$ cat src/rtl/rob_pkg.sv
// Shared types for the reorder-buffer commit controller: default size, tag/count widths, FSM states.
package rob_pkg;

  localparam int ROB_SIZE_DEF   = 8;
  localparam int ROB_ADDR_W_DEF = $clog2(ROB_SIZE_DEF);

  typedef logic [ROB_ADDR_W_DEF-1:0] rob_tag_t;
  typedef logic [ROB_ADDR_W_DEF:0]   rob_cnt_t;

  typedef enum logic {
    RUN   = 1'b0,
    FLUSH = 1'b1
  } rob_ctrl_state_e;

endpackage

$ cat src/rtl/rob_commit_ctrl_if.sv
// Dispatch / writeback / commit / flush bundle between the pipeline (master) and the ROB controller (slave).
interface rob_commit_ctrl_if #(
  parameter int ADDR_W = rob_pkg::ROB_ADDR_W_DEF
);

  logic              disp_valid_i;
  logic              disp_ready_o;
  logic [ADDR_W-1:0] disp_tag_o;
  logic              wb_valid_i;
  logic [ADDR_W-1:0] wb_tag_i;
  logic              commit_valid_o;
  logic [ADDR_W-1:0] commit_tag_o;
  logic              commit_ready_i;
  logic              flush_i;
  logic [ADDR_W-1:0] flush_tag_i;
  logic [ADDR_W:0]   count_o;
  logic              empty_o;
  logic              full_o;

  modport master (
    output disp_valid_i, wb_valid_i, wb_tag_i, commit_ready_i, flush_i, flush_tag_i,
    input  disp_ready_o, disp_tag_o, commit_valid_o, commit_tag_o, count_o, empty_o, full_o
  );

  modport slave (
    input  disp_valid_i, wb_valid_i, wb_tag_i, commit_ready_i, flush_i, flush_tag_i,
    output disp_ready_o, disp_tag_o, commit_valid_o, commit_tag_o, count_o, empty_o, full_o
  );

endinterface

$ cat src/rtl/rob_ptr_ctr.sv
// Modulo-2^ADDR_W pointer with load (priority) and increment; updates on the next posedge.
module rob_ptr_ctr #(
  parameter int ADDR_W = 3
) (
  input  logic              clk_i,
  input  logic              reset_n_i,
  input  logic              inc_i,
  input  logic              load_i,
  input  logic [ADDR_W-1:0] load_val_i,
  output logic [ADDR_W-1:0] ptr_o
);

  always_ff @(posedge clk_i) begin
    if (!reset_n_i) begin
      ptr_o <= '0;
    end else if (load_i) begin
      ptr_o <= load_val_i;
    end else if (inc_i) begin
      ptr_o <= ptr_o + 1'b1;
    end
  end

endmodule

$ cat src/rtl/rob_commit_ctrl.sv
// ROB head/tail sequencing: in-order alloc, writeback done-marking, in-order retire, flush squash.
// Status outputs are combinational off registered state; ROB_COMMIT_STATS_EN adds saturating stat counters.
module rob_commit_ctrl
  import rob_pkg::*;
#(
  parameter int ROB_SIZE = ROB_SIZE_DEF,
  parameter int ADDR_W   = $clog2(ROB_SIZE)
) (
  input  logic               clk_i,
  input  logic               reset_n_i,
  rob_commit_ctrl_if.slave   rob
`ifdef ROB_COMMIT_STATS_EN
  ,
  output logic [31:0]        stat_full_stall_o,
  output logic [31:0]        stat_flush_o,
  output logic [31:0]        stat_commit_o
`endif
);

  localparam logic [ADDR_W:0] FULL_CNT = (ADDR_W+1)'(ROB_SIZE);

  rob_ctrl_state_e      state_q;
  logic [ROB_SIZE-1:0]  valid_q, done_q, valid_d, done_d, squash_mask;
  logic [ADDR_W-1:0]    head, tail, keep_tail, squash_len;
  logic [ADDR_W:0]      count_q, count_d;
  logic                 full, flush_acc, disp_fire, commit_fire;

  assign full        = (count_q == FULL_CNT);
  assign flush_acc   = rob.flush_i & valid_q[rob.flush_tag_i];
  assign keep_tail   = rob.flush_tag_i + 1'b1;
  assign squash_len  = tail - keep_tail;

  assign rob.disp_ready_o   = (state_q == RUN) & ~full & ~rob.flush_i;
  assign rob.disp_tag_o     = tail;
  assign rob.commit_valid_o = (state_q == RUN) & valid_q[head] & done_q[head];
  assign rob.commit_tag_o   = head;
  assign rob.count_o        = count_q;
  assign rob.empty_o        = (count_q == '0);
  assign rob.full_o         = full;

  assign disp_fire   = rob.disp_valid_i & rob.disp_ready_o;
  assign commit_fire = rob.commit_valid_o & rob.commit_ready_i & ~flush_acc;

  rob_ptr_ctr #(.ADDR_W(ADDR_W)) u_head (
    .clk_i      (clk_i),
    .reset_n_i  (reset_n_i),
    .inc_i      (commit_fire),
    .load_i     (1'b0),
    .load_val_i ('0),
    .ptr_o      (head)
  );

  rob_ptr_ctr #(.ADDR_W(ADDR_W)) u_tail (
    .clk_i      (clk_i),
    .reset_n_i  (reset_n_i),
    .inc_i      (disp_fire),
    .load_i     (flush_acc),
    .load_val_i (keep_tail),
    .ptr_o      (tail)
  );

  // Younger entries sit at modular offsets [0, squash_len) past the kept branch.
  always_comb begin
    squash_mask = '0;
    for (int i = 0; i < ROB_SIZE; i++) begin
      squash_mask[i] = (ADDR_W'(i) - keep_tail) < squash_len;
    end
  end

  always_comb begin
    valid_d = valid_q;
    done_d  = done_q;
    if (rob.wb_valid_i && valid_q[rob.wb_tag_i]) begin
      done_d[rob.wb_tag_i] = 1'b1;
    end
    if (commit_fire) begin
      valid_d[head] = 1'b0;
      done_d[head]  = 1'b0;
    end
    if (disp_fire) begin
      valid_d[tail] = 1'b1;
      done_d[tail]  = 1'b0;
    end
    if (flush_acc) begin
      valid_d = valid_d & ~squash_mask;
      done_d  = done_d & ~squash_mask;
    end
  end

  always_comb begin
    count_d = count_q;
    if (flush_acc) begin
      count_d = {1'b0, rob.flush_tag_i - head} + 1'b1;
    end else if (disp_fire && !commit_fire) begin
      count_d = count_q + 1'b1;
    end else if (commit_fire && !disp_fire) begin
      count_d = count_q - 1'b1;
    end
  end

  always_ff @(posedge clk_i) begin
    if (!reset_n_i) begin
      state_q <= RUN;
      valid_q <= '0;
      done_q  <= '0;
      count_q <= '0;
    end else begin
      state_q <= (state_q == RUN && flush_acc) ? FLUSH : RUN;
      valid_q <= valid_d;
      done_q  <= done_d;
      count_q <= count_d;
    end
  end

`ifdef ROB_COMMIT_STATS_EN
  always_ff @(posedge clk_i) begin
    if (!reset_n_i) begin
      stat_full_stall_o <= '0;
      stat_flush_o      <= '0;
      stat_commit_o     <= '0;
    end else begin
      if (rob.disp_valid_i && full && !(&stat_full_stall_o)) stat_full_stall_o <= stat_full_stall_o + 1'b1;
      if (flush_acc && !(&stat_flush_o))                     stat_flush_o      <= stat_flush_o + 1'b1;
      if (commit_fire && !(&stat_commit_o))                  stat_commit_o     <= stat_commit_o + 1'b1;
    end
  end
`endif

endmodule

$ cat src/flat_wrapper.sv
// flat-port wrapper written by rule: the top's interface ports become plain ports
module rob_commit_ctrl_flat import rob_pkg::*;
#(
  parameter int ROB_SIZE = ROB_SIZE_DEF,
  parameter int ADDR_W   = $clog2(ROB_SIZE)
)
  (clk_i, reset_n_i, rob_disp_valid_i, rob_wb_valid_i, rob_wb_tag_i, rob_commit_ready_i, rob_flush_i, rob_flush_tag_i, rob_disp_ready_o, rob_disp_tag_o, rob_commit_valid_o, rob_commit_tag_o, rob_count_o, rob_empty_o, rob_full_o);
  rob_commit_ctrl_if #(.ADDR_W(ADDR_W)) rob_i ();
  input  logic clk_i;
  input  logic reset_n_i;
  input wire logic [$bits(rob_i.disp_valid_i)-1:0] rob_disp_valid_i;
  input wire logic [$bits(rob_i.wb_valid_i)-1:0] rob_wb_valid_i;
  input wire logic [$bits(rob_i.wb_tag_i)-1:0] rob_wb_tag_i;
  input wire logic [$bits(rob_i.commit_ready_i)-1:0] rob_commit_ready_i;
  input wire logic [$bits(rob_i.flush_i)-1:0] rob_flush_i;
  input wire logic [$bits(rob_i.flush_tag_i)-1:0] rob_flush_tag_i;
  output wire logic [$bits(rob_i.disp_ready_o)-1:0] rob_disp_ready_o;
  output wire logic [$bits(rob_i.disp_tag_o)-1:0] rob_disp_tag_o;
  output wire logic [$bits(rob_i.commit_valid_o)-1:0] rob_commit_valid_o;
  output wire logic [$bits(rob_i.commit_tag_o)-1:0] rob_commit_tag_o;
  output wire logic [$bits(rob_i.count_o)-1:0] rob_count_o;
  output wire logic [$bits(rob_i.empty_o)-1:0] rob_empty_o;
  output wire logic [$bits(rob_i.full_o)-1:0] rob_full_o;
  assign rob_i.disp_valid_i = rob_disp_valid_i;
  assign rob_i.wb_valid_i = rob_wb_valid_i;
  assign rob_i.wb_tag_i = rob_wb_tag_i;
  assign rob_i.commit_ready_i = rob_commit_ready_i;
  assign rob_i.flush_i = rob_flush_i;
  assign rob_i.flush_tag_i = rob_flush_tag_i;
  assign rob_disp_ready_o = rob_i.disp_ready_o;
  assign rob_disp_tag_o = rob_i.disp_tag_o;
  assign rob_commit_valid_o = rob_i.commit_valid_o;
  assign rob_commit_tag_o = rob_i.commit_tag_o;
  assign rob_count_o = rob_i.count_o;
  assign rob_empty_o = rob_i.empty_o;
  assign rob_full_o = rob_i.full_o;
  rob_commit_ctrl #(.ROB_SIZE(ROB_SIZE), .ADDR_W(ADDR_W)) u_core (.clk_i(clk_i), .reset_n_i(reset_n_i), .rob(rob_i));
endmodule
$ cat config.mk
export PLATFORM = sky130hd
export DESIGN_NAME = rob_commit_ctrl_flat
export DESIGN_NICKNAME = d
export VERILOG_FILES = /design/src/rtl/rob_pkg.sv /design/src/rtl/rob_commit_ctrl_if.sv /design/src/rtl/rob_ptr_ctr.sv /design/src/rtl/rob_commit_ctrl.sv /design/src/flat_wrapper.sv
export SDC_FILE = /design/constraint.sdc
export NUM_CORES = 1
export LEC_CHECK = 0
export ABC_AREA = 1
export ABC_CLOCK_PERIOD_IN_PS = 5050
export CORE_MARGIN = 1
export CORE_UTILIZATION = 60
export CTS_CLUSTER_DIAMETER = 120
export DETAILED_ROUTE_END_ITERATION = 8
export DONT_BUFFER_PORTS = 1
export PLACE_DENSITY = 0.77
export SYNTH_ARGS = -nofsm -noshare
export SYNTH_HDL_FRONTEND = slang
export SYNTH_HIERARCHICAL = 1
export SYNTH_SLANG_ARGS = --single-unit
$ cat constraint.sdc
create_clock -name clk_i -period 5.05 [get_ports clk_i]
set_input_delay 0.7575 -clock clk_i [delete_from_list [all_inputs] [get_ports clk_i]]
set_output_delay 0.7575 -clock clk_i [all_outputs]
set_load 0.01 [all_outputs]
* Word-level counts from Yosys, hierarchy flattened
Index checks and enable logic that the tools add are counted.
W data, S select, Z words.
** Word-level totals
- Input bits :: 12
- Output and inout port bits :: 14
- Register bits after elaboration :: 27
- Bits in latches :: 0
- Memories kept :: 0
- Word-level logic and storage cells :: 99
- Memory bits (read-only) :: 0
- Bits in writable memories :: 0
** Cells by class
- Shifts and indexed selects :: 0
- Reduce and logical (&&, ||, !) cells :: 12
- $lt $le $gt $ge :: 15
- $add $sub $neg :: 16
- Bitwise gates (word level) :: 22
- Mux-type cells :: 27
- Multiply operators :: 0
- Equality and inequality tests :: 1
- Divide/modulo/power cells :: 0
** Operator list (count)
- $mux W8 :: 7
- $and A8 B8 Y8 :: 5
- $lt A3 B3 Y1 :: 8
- $not A8 Y8 :: 3
- $lt A3 B4 Y1 const B :: 4
- $or A8 B8 Y8 :: 2
- $bmux W1 S3 :: 4
- $mux W4 :: 3
- $sub A3 B3 Y3 const A :: 4
- $add A3 B1 Y3 const B :: 3
- $demux W1 S3 :: 3
- $ge A3 B1 Y1 const B :: 3
- $and A1 B1 Y1 :: 8
- $mux W1 :: 8
- $logic_and A1 B1 Y1 :: 7
- $mux W3 :: 2
- $sub A1 B3 Y3 const A :: 2
- $sub A2 B3 Y3 const A :: 2
- $sub A3 B3 Y3 :: 2
- $add A3 B1 Y4 const B :: 1
- $add A4 B1 Y4 const B :: 1
- $eq A4 B4 Y1 const B :: 1
- $logic_not A4 Y1 :: 1
- $not A1 Y1 :: 4
- other kinds (4) :: 5

* Depth between registers and ports, before layout
Gate-level depths: netlist (run 1).
- Depth in word-level cells :: 12
- Gate-level depth with buffers :: 21
- Gate-level depth less buffers :: 21

* By module
Netlist (run 1), hierarchy kept.
** Modules (own cells, without submodules)
- rob_commit_ctrl :: seq. area each 420.4 um^2, cells each 330, instances 1, area an instance 2075.7 um^2
- rob_ptr_ctr :: seq. area each 60.1 um^2, cells each 25, instances 2, area an instance 162.7 um^2

* Least setup slack after synthesis (run 1)
OpenSTA, ideal clock, no wires.
- Kind :: input to register
- From :: input port rob_flush_tag_i[0]
- To :: register u_core.done_q[3]
- Setup time :: 0.114 ns
- Buffers on the path :: 1
- Arrival :: 3.126 ns
- Required time :: 4.936 ns
- Stages :: 14
- Path slack :: 1.810 ns
- Path through :: buf_4 inv_2 ha_1 inv_1 fa_1 xnor2_1 xnor2_1 ha_1 a21oi_1 nand2_1 nand2_1 nor2_1 o21ai_1 nor2_1
** Between the ends
- Elaborated cells on any way between the ends :: 15
- Classes of those cells :: 3 x add/sub; 1 x order compare; 5 x mux; 6 x bitwise
** RTL lines
- from (decl) :: RTL line flat_wrapper.sv:16 : input wire logic [$bits(rob_i.flush_tag_i)-1:0] rob_flush_tag_i;
- $add A3 B1 Y3 * :: RTL line rob_commit_ctrl.sv:30 : assign keep_tail = rob.flush_tag_i + 1'b1;
- via u_core.keep_tail[0] :: RTL line rob_commit_ctrl.sv:24 : logic [ADDR_W-1:0] head, tail, keep_tail, squash_len;
- $sub A2 B3 Y3 or $sub A3 B3 Y3 (tied branches) :: RTL line rob_commit_ctrl.sv:66, rob_commit_ctrl.sv:31
- $lt A3 B3 Y1 * :: RTL line rob_commit_ctrl.sv:66 : squash_mask[i] = (ADDR_W'(i) - keep_tail) < squash_len;
- $not A8 Y8 * :: RTL line rob_commit_ctrl.sv:86 : done_d = done_d & ~squash_mask;
- $and A8 B8 Y8 * :: RTL line rob_commit_ctrl.sv:86
- $mux W8 * :: RTL line rob_commit_ctrl.sv:84 : if (flush_acc) begin
- to (signal assigned) :: RTL line rob_commit_ctrl.sv:110 : done_q <= done_d;
- to (decl) :: RTL line rob_commit_ctrl.sv:23 : logic [ROB_SIZE-1:0] valid_q, done_q, valid_d, done_d, squash_mask;
The timed path passes the listed nets; every way through them passes the cells marked *. The select of a mux whose other input is x is not followed.
A chain may end at the register's enable or synchronous reset.

* Worst setup path in the final report (run 1)
- From :: input port rob_flush_tag_i[0]
- To :: register u_core.done_q[7]
** Between the ends
- Elaborated cells on any way between the ends :: 15
- Classes of those cells :: 3 x add/sub; 1 x order compare; 5 x mux; 6 x bitwise
** RTL lines (RTL line)
- $add A3 B1 Y3 * :: rob_commit_ctrl.sv:30
- via u_core.keep_tail[1] :: rob_commit_ctrl.sv:24
- $sub A3 B3 Y3, on equally long branches :: rob_commit_ctrl.sv:66, rob_commit_ctrl.sv:31
- $lt A3 B3 Y1 * :: rob_commit_ctrl.sv:66
- $not A8 Y8 * :: rob_commit_ctrl.sv:86
- $and A8 B8 Y8 * :: rob_commit_ctrl.sv:86
- $mux W8 * :: rob_commit_ctrl.sv:84
Marks and branches as above.

==> Implementation_results.wiki, run 1 <==
{| class="wikitable"
! Metric !! Value
|-
| Clock tree from TritonCTS || built
|-
| Buffer depth of the longest clock path || 2
|-
| Unrepaired setup endpoints after global routing || no
|-
| Wire length after detailed routing || 5.807 mm
|-
| Finished layout cell area || about 2500 um2
|-
| Later-pin clock latency in the skew report || between 0.2 and 0.3 ns
|-
| HPWL Detailed || ~4.6 mm
|-
| Via count of the first global-routing pass || about 2100
|-
| Aggregate negative setup slack || 0 ns
|-
| Number of violations reported at the end of detailed-routing iteration 0 || 208
|-
| Die boundary height || 65.26 um
|-
| M3 GR Usage || 3.472%
|-
| Layout overhead on the synthesized area || 3.543%
|-
| Fraction of the yosys area taken by sequential cells || 22.51%
|-
| Cell at the root of the clock tree || sky130_fd_sc_hd__clkbuf_8
|-
| Cell count of the worst hold path || 1
|-
| Worst-path clk slew || 0.09 ns
|-
| Gate count of the mapped netlist || 380
|-
| Maximum number of pins on one net before global-route repair || 19
|-
| Required time of the critical path || roughly 5.3 ns
|-
| Power density of the placed cells || about 250 nW/um2
|-
| Yosys top cell area share || 22.51%
|-
| Port-buffer cells || 0
|-
| Arrival time of data at the critical path endpoint || 3.37 ns
|-
| Area of the placeable core || ~3700 um2
|-
| Cell Area, Synth || ~2400 um2
|-
| Synth cell types || 34
|-
| Terminus of the critical flop-to-flop path || u_core/rob.count_o[3]
|-
| Startpoint of the worst-slack reg-to-reg timing path || u_core/u_head/ptr_o[0]
|-
| Number of enable flip-flop cells after synthesis || 0
|-
| PnR Total Power || around 0.61 mW
|-
| Fraction of final layout cells sized beyond drive strength 1 || 7.813%
|-
| Buffer count from post-CTS setup fixing || 0
|-
| Maximum clock skew at final layout || approximately 0.0057 ns
|-
| Utilization of the core after routing || approximately 66%
|-
| Row cnt || 22
|-
| I/O Pins || 26
|-
| Num CTS Buffers || 3
|-
| Setup slack of the worst register-to-register path || 2.00 ns
|-
| Post-layout minimum cycle time || 3.160 ns
|-
| Setup crit end kind || register
|-
| Critical path type || in2reg
|-
| Per-cell routed wire length || 13.44 um
|-
| Via count || approximately 2300
|-
| Count of warnings emitted by yosys || 6
|-
| Class of the tightest hold or removal check || reg2reg
|-
| Number of register bits inferred by synthesis || 27
|-
| Routability congestion estimate || 0.9672
|-
| Overall overflow remaining after global route || 0
|-
| Max IR drop VDD || between 0.0001 and 0.00015 V
|-
| Die area || 4259 um2
|-
| Largest fanout of any net on the critical path || 9
|-
| Dominant cell by count in the synthesized netlist || sky130_fd_sc_hd__nand2_1
|-
| Number of endpoints failing setup at the final stage || 0
|-
| H-tree level count || 1
|-
| Wire length of the first global-routing pass || 9.673 mm
|-
| Reg2Reg Depth || 18
|-
| Met2 demand-to-capacity share in global routing || 45.75%
|-
| Max_cap viols || 0
|-
| Mean post-synth cell area || 6.319 um2
|-
| Leak pwr || 1.217 nW
|-
| # nets final || 420
|-
| Number of cells upsized or downsized after cts || 0
|-
| Final-layout fill cell count || 361
|-
| Final routed DRC violation total || 0
|-
| Total routing usage reported by global routing || between 20% and 30%
|-
| Routed via count divided by cell count || 5.387
|-
| Post-synthesis async set-or-reset flop share || 0%
|-
| Max Freq || between 0.3 and 0.4 GHz
|-
| Area contributors post-synth || sky130_fd_sc_hd__dfxtp_1 23%, sky130_fd_sc_hd__nand2_1 15%, sky130_fd_sc_hd__ha_1 10%, sky130_fd_sc_hd__nor2_1 9.1%, sky130_fd_sc_hd__inv_1 7.3%
|-
| Hold-critical path endpoint || u_core/state_q
|-
| Routed Antenna Nets || 0
|-
| Normalized max-slew margin || approximately half
|-
| Die Width || 65.26 um
|-
| Most frequently used flop master after synthesis || sky130_fd_sc_hd__dfxtp_1
|-
| Final hold violation count || 0
|-
| Number of inserted diodes || 0
|-
| First drt pass iteration count || 4
|-
| Number of pins with negative max-slew slack in the final report || 0
|-
| Initial Utilization || 64.14%
|-
| Result of the run || finished, final reports clean
|-
| Worst Tran Pin Value || 0.7417 ns
|-
| Worst Setup Start Kind || input port
|-
| Post-route clock period utilization || 62.58%
|-
| CTS sink count || 27
|-
| Number of hold-repair buffers added at the cts stage || 0
|-
| Hold path start || u_core/state_q
|-
| Leading post-synthesis cells by instance count || 96 x sky130_fd_sc_hd__nand2_1, 58 x sky130_fd_sc_hd__nor2_1, 47 x sky130_fd_sc_hd__inv_1, 32 x sky130_fd_sc_hd__nand3_1, 27 x sky130_fd_sc_hd__dfxtp_1
|-
| Post-place instance area || 2441 um2
|-
| GR peak layer || met2
|-
| Library cell with the largest summed area after synthesis || sky130_fd_sc_hd__dfxtp_1
|-
| Initial antenna violation count || 0
|-
| Met1 Track Usage GR || 42.34%
|}
==> cells by family (layout without fill, tap and decap cells) <==
family	count (synthesis)	after routing	synth area share (%)
buffers and inverters	63	61	10.84
AND/OR/NAND/NOR	218	218	41.27
flip-flops	27	27	22.51
XOR/XNOR	10	10	3.648
AO/OA/AOI/OAI	38	38	8.650
adder cells (fa/ha/maj)	23	23	12.92
other	1	7	0.1562
==> cell usage in the layout, fill, tap and decap left out, types with 4 or more instances in the layout <==
master                    instances
sky130_fd_sc_hd__a21oi_1         18
sky130_fd_sc_hd__conb_1           7
sky130_fd_sc_hd__dfxtp_1         27
sky130_fd_sc_hd__ha_1            20
sky130_fd_sc_hd__inv_1           47
sky130_fd_sc_hd__inv_2            9
sky130_fd_sc_hd__nand2_1         96
sky130_fd_sc_hd__nand3_1         32
sky130_fd_sc_hd__nand3_2          5
sky130_fd_sc_hd__nor2_1          58
sky130_fd_sc_hd__nor2_2           5
sky130_fd_sc_hd__nor3_1           9
sky130_fd_sc_hd__o21ai_0         11
sky130_fd_sc_hd__xnor2_1          6
sky130_fd_sc_hd__xor2_1           4
==> cell type report <==
| class | count | area [um2] | share of cell area, % |
|---|---|---|---|
| Clock buffer | 4 | 45.04 | 1.812 |
| Inverter | 56 | 210.2 | 8.455 |
| Multi-Input combinational cell | 296 | 1623 | 65.27 |
| Sequential cell | 27 | 540.5 | 21.74 |
| Tap cell | 48 | 60.06 | 2.416 |
| Timing Repair Buffer | 1 | 7.507 | 0.3020 |
==> routing by layer <==
layer	wire, um	part of all wire (%)	vias up
met2	2542	44	65
met3	285	4.9	6
met4	70	1.2	0
li1	-	-	1202
met5	0	0	-
met1	2908	50	1054
==> how the worst max path moves through the flow <==
stage | slack (ns) | start | end
after detailed placement | 1.66 | rob_flush_tag_i[0] | u_core/done_q[2]
after floorplan | 1.81 | rob_flush_tag_i[0] | u_core/done_q[3]
final | 1.89 | rob_flush_tag_i[0] | u_core/done_q[7]
after global placement | 1.71 | rob_flush_tag_i[0] | u_core/done_q[2]
after global routing | 1.68 | rob_flush_tag_i[0] | u_core/done_q[7]
after CTS | 1.93 | rob_flush_tag_i[0] | u_core/done_q[7]
==> sequential cells by signal (all words and copies together) (netlist names) <==
signal and cells:
u_core/valid_q 8, u_core/u_head/ptr_o 3, u_core/done_q 8, u_core/rob.count_o 4
u_core/u_tail/ptr_o 3, u_core/state_q 1
==> where the power goes <==
part	switching, mW	internal [mW]	leakage [nW]	total (mW)
logic	0.146	0.0937	0.974	0.239
clock network	0.0675	0.0565	0.0228	0.124
registers	0.0235	0.224	0.220	0.247
==> metrics by stage <==
step                      instances  hold WS, ns  worst slack, ns
after global routing            432       0.5100            1.681
after global placement          428       0.4601            1.711
final                           432       0.4762            1.890
after detailed placement        428       0.4683            1.657
after CTS                       432       0.4833            1.931
after floorplan                 386       0.4190            1.810
==> critical path, stage by stage <==
cell and delay [ns]:
sky130_fd_sc_hd__inv_2 0.05, sky130_fd_sc_hd__ha_1 0.33, sky130_fd_sc_hd__inv_1 0.12, sky130_fd_sc_hd__fa_1 0.41, sky130_fd_sc_hd__xnor2_1 0.14, sky130_fd_sc_hd__xnor2_1 0.62
sky130_fd_sc_hd__ha_1 0.38, sky130_fd_sc_hd__inv_1 0.06, sky130_fd_sc_hd__a21oi_1 0.06, sky130_fd_sc_hd__nand2_1 0.10, sky130_fd_sc_hd__nand2_1 0.08, sky130_fd_sc_hd__nor2_1 0.10
sky130_fd_sc_hd__nand2_1 0.06, sky130_fd_sc_hd__nor2_1 0.08
(Power assumes the default switching activity.)
==> inputs of run 2 (changes only) <==
--- a/config.mk
+++ b/config.mk
@@ -6,9 +6,9 @@
 export NUM_CORES = 1
 export LEC_CHECK = 0
 export ABC_AREA = 1
-export ABC_CLOCK_PERIOD_IN_PS = 5050
+export ABC_CLOCK_PERIOD_IN_PS = 2600
 export CORE_MARGIN = 1
-export CORE_UTILIZATION = 60
+export CORE_UTILIZATION = 58
 export CTS_CLUSTER_DIAMETER = 120
 export DETAILED_ROUTE_END_ITERATION = 8
 export DONT_BUFFER_PORTS = 1
==> constraint.sdc (replaced) <==
create_clock -name clk_i -period 2.6 [get_ports clk_i]
set_input_delay 0.39 -clock clk_i [delete_from_list [all_inputs] [get_ports clk_i]]
set_output_delay 0.39 -clock clk_i [all_outputs]
set_load 0.01 [all_outputs]
==> Implementation_results.wiki, run 2 (synthesis results as in run 1) <==
{| class="wikitable"
! Metric !! Value
|-
| Result of the run || finished, final reports clean (unchanged)
|-
| Leak pwr || 1.322 nW (was 1.217 nW)
|-
| Area of the placeable core || 4000 um2 (was 3744 um2)
|-
| Arrival time of data at the critical path endpoint || 2.60 ns (was 3.37 ns)
|-
| CTS sink count || 27 (unchanged)
|-
| Layout overhead on the synthesized area || 10.94% (was 3.543%)
|-
| Maximum number of pins on one net before global-route repair || 19 (unchanged)
|-
| Hold path start || reset_n_i (was u_core/state_q)
|-
| HPWL Detailed || 4.825 mm (was 4.637 mm)
|-
| Top routing layer in use || met4 (unchanged)
|-
| Critical path type || reg2reg (was in2reg)
|-
| Top library cells by usage in the layout, fill and taps aside || 96 x sky130_fd_sc_hd__nand2_1, 58 x sky130_fd_sc_hd__nor2_1, 46 x sky130_fd_sc_hd__inv_1 (was 96 x sky130_fd_sc_hd__nand2_1, 58 x sky130_fd_sc_hd__nor2_1, 47 x sky130_fd_sc_hd__inv_1)
|-
| Row cnt || 23 (was 22)
|-
| Final hold violation count || 0 (unchanged)
|-
| Wire length after detailed routing || 6.232 mm (was 5.807 mm)
|-
| Routed via count divided by cell count || 5.362 (was 5.387)
|-
| Initial antenna violation count || 0 (unchanged)
|-
| Wire length on met1 || 2.853 mm (was 2.908 mm)
|-
| Storage element area || 544.3 um2 (was 540.5 um2)
|-
| Post-route clock period utilization || 92.99%
|-
| I/O Pins || 26 (unchanged)
|-
| Number of endpoints failing setup at the final stage || 0 (unchanged)
|-
| Max_cap viols || 0 (unchanged)
|-
| Combined area of the multi-input logic cells || 1650 um2 (was 1623 um2)
|-
| H-tree level count || 1 (unchanged)
|-
| Overall overflow remaining after global route || 0 (unchanged)
|-
| Hold-critical path endpoint || u_core/u_tail/ptr_o[1] (was u_core/state_q)
|-
| Number of pins with negative max-slew slack in the final report || 0 (unchanged)
|-
| Total routing usage reported by global routing || 29.90% (was 29.50%)
|-
| Setup slack of the worst register-to-register path || 0.18 ns (was 2.00 ns)
|-
| Startpoint of the worst-slack reg-to-reg timing path || u_core/u_tail/ptr_o[1] (was u_core/u_head/ptr_o[0])
|-
| Per-cell routed wire length || 13.76 um (was 13.44 um)
|-
| Final-layout fill cell count || 380 (was 361)
|-
| Via count || 2429 (was 2327)
|-
| Required time of the critical path || 2.78 ns (was 5.26 ns)
|-
| Cell count of the worst hold path || 2 (was 1)
|-
| Die boundary height || 66.34 um (was 65.26 um)
|-
| Final cell count without fillers || 453 (was 432)
|-
| Finished layout cell area || 2664 um2 (was 2486 um2)
|-
| Post-layout minimum cycle time || 2.418 ns
|-
| Wire length of the first global-routing pass || 9.832 mm (was 9.673 mm)
|-
| Max Freq || 0.4136 GHz
|-
| # nets final || 439 (was 420)
|-
| Number of inserted diodes || 0 (unchanged)
|-
| First drt pass iteration count || 5 (was 4)
|-
| Commonest non-fill, non-tap cell in the layout || sky130_fd_sc_hd__nand2_1 (unchanged)
|-
| Post-place instance area || 2584 um2 (was 2441 um2)
|-
| Setup crit end kind || register (unchanged)
|-
| Routed wire length on met2 || 2.780 mm (was 2.542 mm)
|-
| Cell Count Post-Placement || 446 (was 428)
|-
| Buffer depth of the longest clock path || 2 (unchanged)
|-
| Final routed DRC violation total || 0 (unchanged)
|-
| Terminus of the critical flop-to-flop path || u_core/done_q[7] (was u_core/rob.count_o[3])
|-
| Die area || 4401 um2 (was 4259 um2)
|-
| Unrepaired setup endpoints after global routing || no (unchanged)
|-
| Fraction of final layout cells sized beyond drive strength 1 || 14.14% (was 7.813%)
|-
| Worst Setup Start Kind || register (was input port)
|-
| Initial Utilization || 60.03% (was 64.14%)
|-
| Worst-path clk slew || 0.11 ns (was 0.09 ns)
|-
| Clock tree from TritonCTS || built (unchanged)
|-
| Routability congestion estimate || 0.9200 (was 0.9672)
|-
| Num CTS Buffers || 3 (unchanged)
|-
| Die Width || 66.34 um (was 65.26 um)
|-
| Cell at the root of the clock tree || sky130_fd_sc_hd__clkbuf_8 (unchanged)
|-
| Met3 Routed Length || 521 um (was 285 um)
|-
| Routed Antenna Nets || 0 (unchanged)
|-
| Class of the tightest hold or removal check || in2reg (was reg2reg)
|-
| Max IR drop VDD || 0.0002911 V (was 0.0001219 V)
|-
| Port-buffer cells || 0 (unchanged)
|-
| PnR Total Power || 1.286 mW (was 0.6106 mW)
|-
| Via count of the first global-routing pass || 2144 (was 2085)
|-
| Largest fanout of any net on the critical path || 7 (was 9)
|-
| Maximum clock skew at final layout || 0.01036 ns (was 0.005736 ns)
|-
| Reg2Reg Depth || 13 (was 18)
|-
| Later-pin clock latency in the skew report || 0.29 ns (was 0.27 ns)
|-
| Power density of the placed cells || 482.8 nW/um2 (was 245.6 nW/um2)
|-
| Number of violations reported at the end of detailed-routing iteration 0 || 267 (was 208)
|}
-- run 2: final cells by class --
class / instances / share of cell area (%)
sequential: 27 / 20.43
tap: 50 / 2.349
timing repair buffer: 20 / 5.636
clock inverter: 1 / 0.1879
inverter: 56 / 7.891
clock buffer: 3 / 1.550
multi-input combinational: 296 / 61.95
-- run 2: what timing repair did --
| item | in CTS | in global routing |
|---|---|---|
| resized for setup | 0 | 4 |
| hold buffers | 0 | 0 |
| setup buffers | 0 | 3 |
| endpoints found under the hold margin | 0 | 0 |
| endpoints found under the setup margin | 0 | 3 |
-- run 2: where the power goes --
part | total (mW) | internal [mW] | switching, mW
registers | 0.462 | 0.435 | 0.0271
clock network | 0.266 | 0.108 | 0.157
logic | 0.558 | 0.232 | 0.326
-- run 2: worst max-delay path by stage --
| stage | start | slack, ns | depth (start not counted) | to |
|---|---|---|---|---|
| finish | u_core/u_tail/ptr_o[1] | 0.18 | 13 | u_core/done_q[7] |
| global route | u_core/u_head/ptr_o[0] | 0.007 | 18 | u_core/rob.count_o[3] |
| CTS | u_core/u_head/ptr_o[2] | 0.06 | 17 | u_core/rob.count_o[3] |
| detailed placement | rob_flush_tag_i[0] | -0.04 | 13 | u_core/done_q[2] |
| floorplan | rob_flush_tag_i[0] | 0.001 | 14 | u_core/done_q[3] |
| global placement | rob_flush_tag_i[0] | 0.0009 | 13 | u_core/done_q[2] |
-- run 2: per-layer routing --
| metal | GRT usage, % | up-vias |
|---|---|---|
| met4 | 11.97 | 0 |
| li1 | - | 1237 |
| met3 | 6.034 | 8 |
| met5 | 0 | - |
| met1 | 41.21 | 1068 |
| met2 | 45.03 | 116 |
-- run 2: stage by stage --
step | TNS, ns | hold slack, ns | utilization, % | setup WS, ns
global placement | 0 | 0.4769 | 64.59 | 0.0009188
CTS | 0 | 0.1886 | 65.75 | 0.06383
detailed placement | -0.1135 | 0.4786 | 64.59 | -0.03830
floorplan | 0 | 0.4190 | - | 0.001270
global route | 0 | 0.1797 | 66.59 | 0.006776
finish | 0 | 0.1888 | 66.59 | 0.1824
-- run 2: critical path: stages (launching register included) --
cell,delay (ns)
sky130_fd_sc_hd__dfxtp_1,0.36
sky130_fd_sc_hd__inv_1,0.12
sky130_fd_sc_hd__fa_1,0.45
sky130_fd_sc_hd__xnor2_1,0.25
sky130_fd_sc_hd__xnor2_2,0.10
sky130_fd_sc_hd__buf_4,0.16
sky130_fd_sc_hd__ha_1,0.30
sky130_fd_sc_hd__inv_1,0.04
sky130_fd_sc_hd__a21oi_1,0.15
sky130_fd_sc_hd__nand2_1,0.09
sky130_fd_sc_hd__nand2_1,0.11
sky130_fd_sc_hd__nor2_1,0.05
sky130_fd_sc_hd__nand2_1,0.08
sky130_fd_sc_hd__nor2_1,0.04
==> inputs of run 3 (changes only) <==
--- a/config.mk
+++ b/config.mk
@@ -13,6 +13,7 @@
 export DETAILED_ROUTE_END_ITERATION = 8
 export DONT_BUFFER_PORTS = 1
 export PLACE_DENSITY = 0.77
+export SLEW_MARGIN = 15
 export SYNTH_ARGS = -nofsm -noshare
 export SYNTH_HDL_FRONTEND = slang
 export SYNTH_HIERARCHICAL = 1
==> results of run 3 <==
No change in the layout: final DEF, timing and power equal those of run 2.
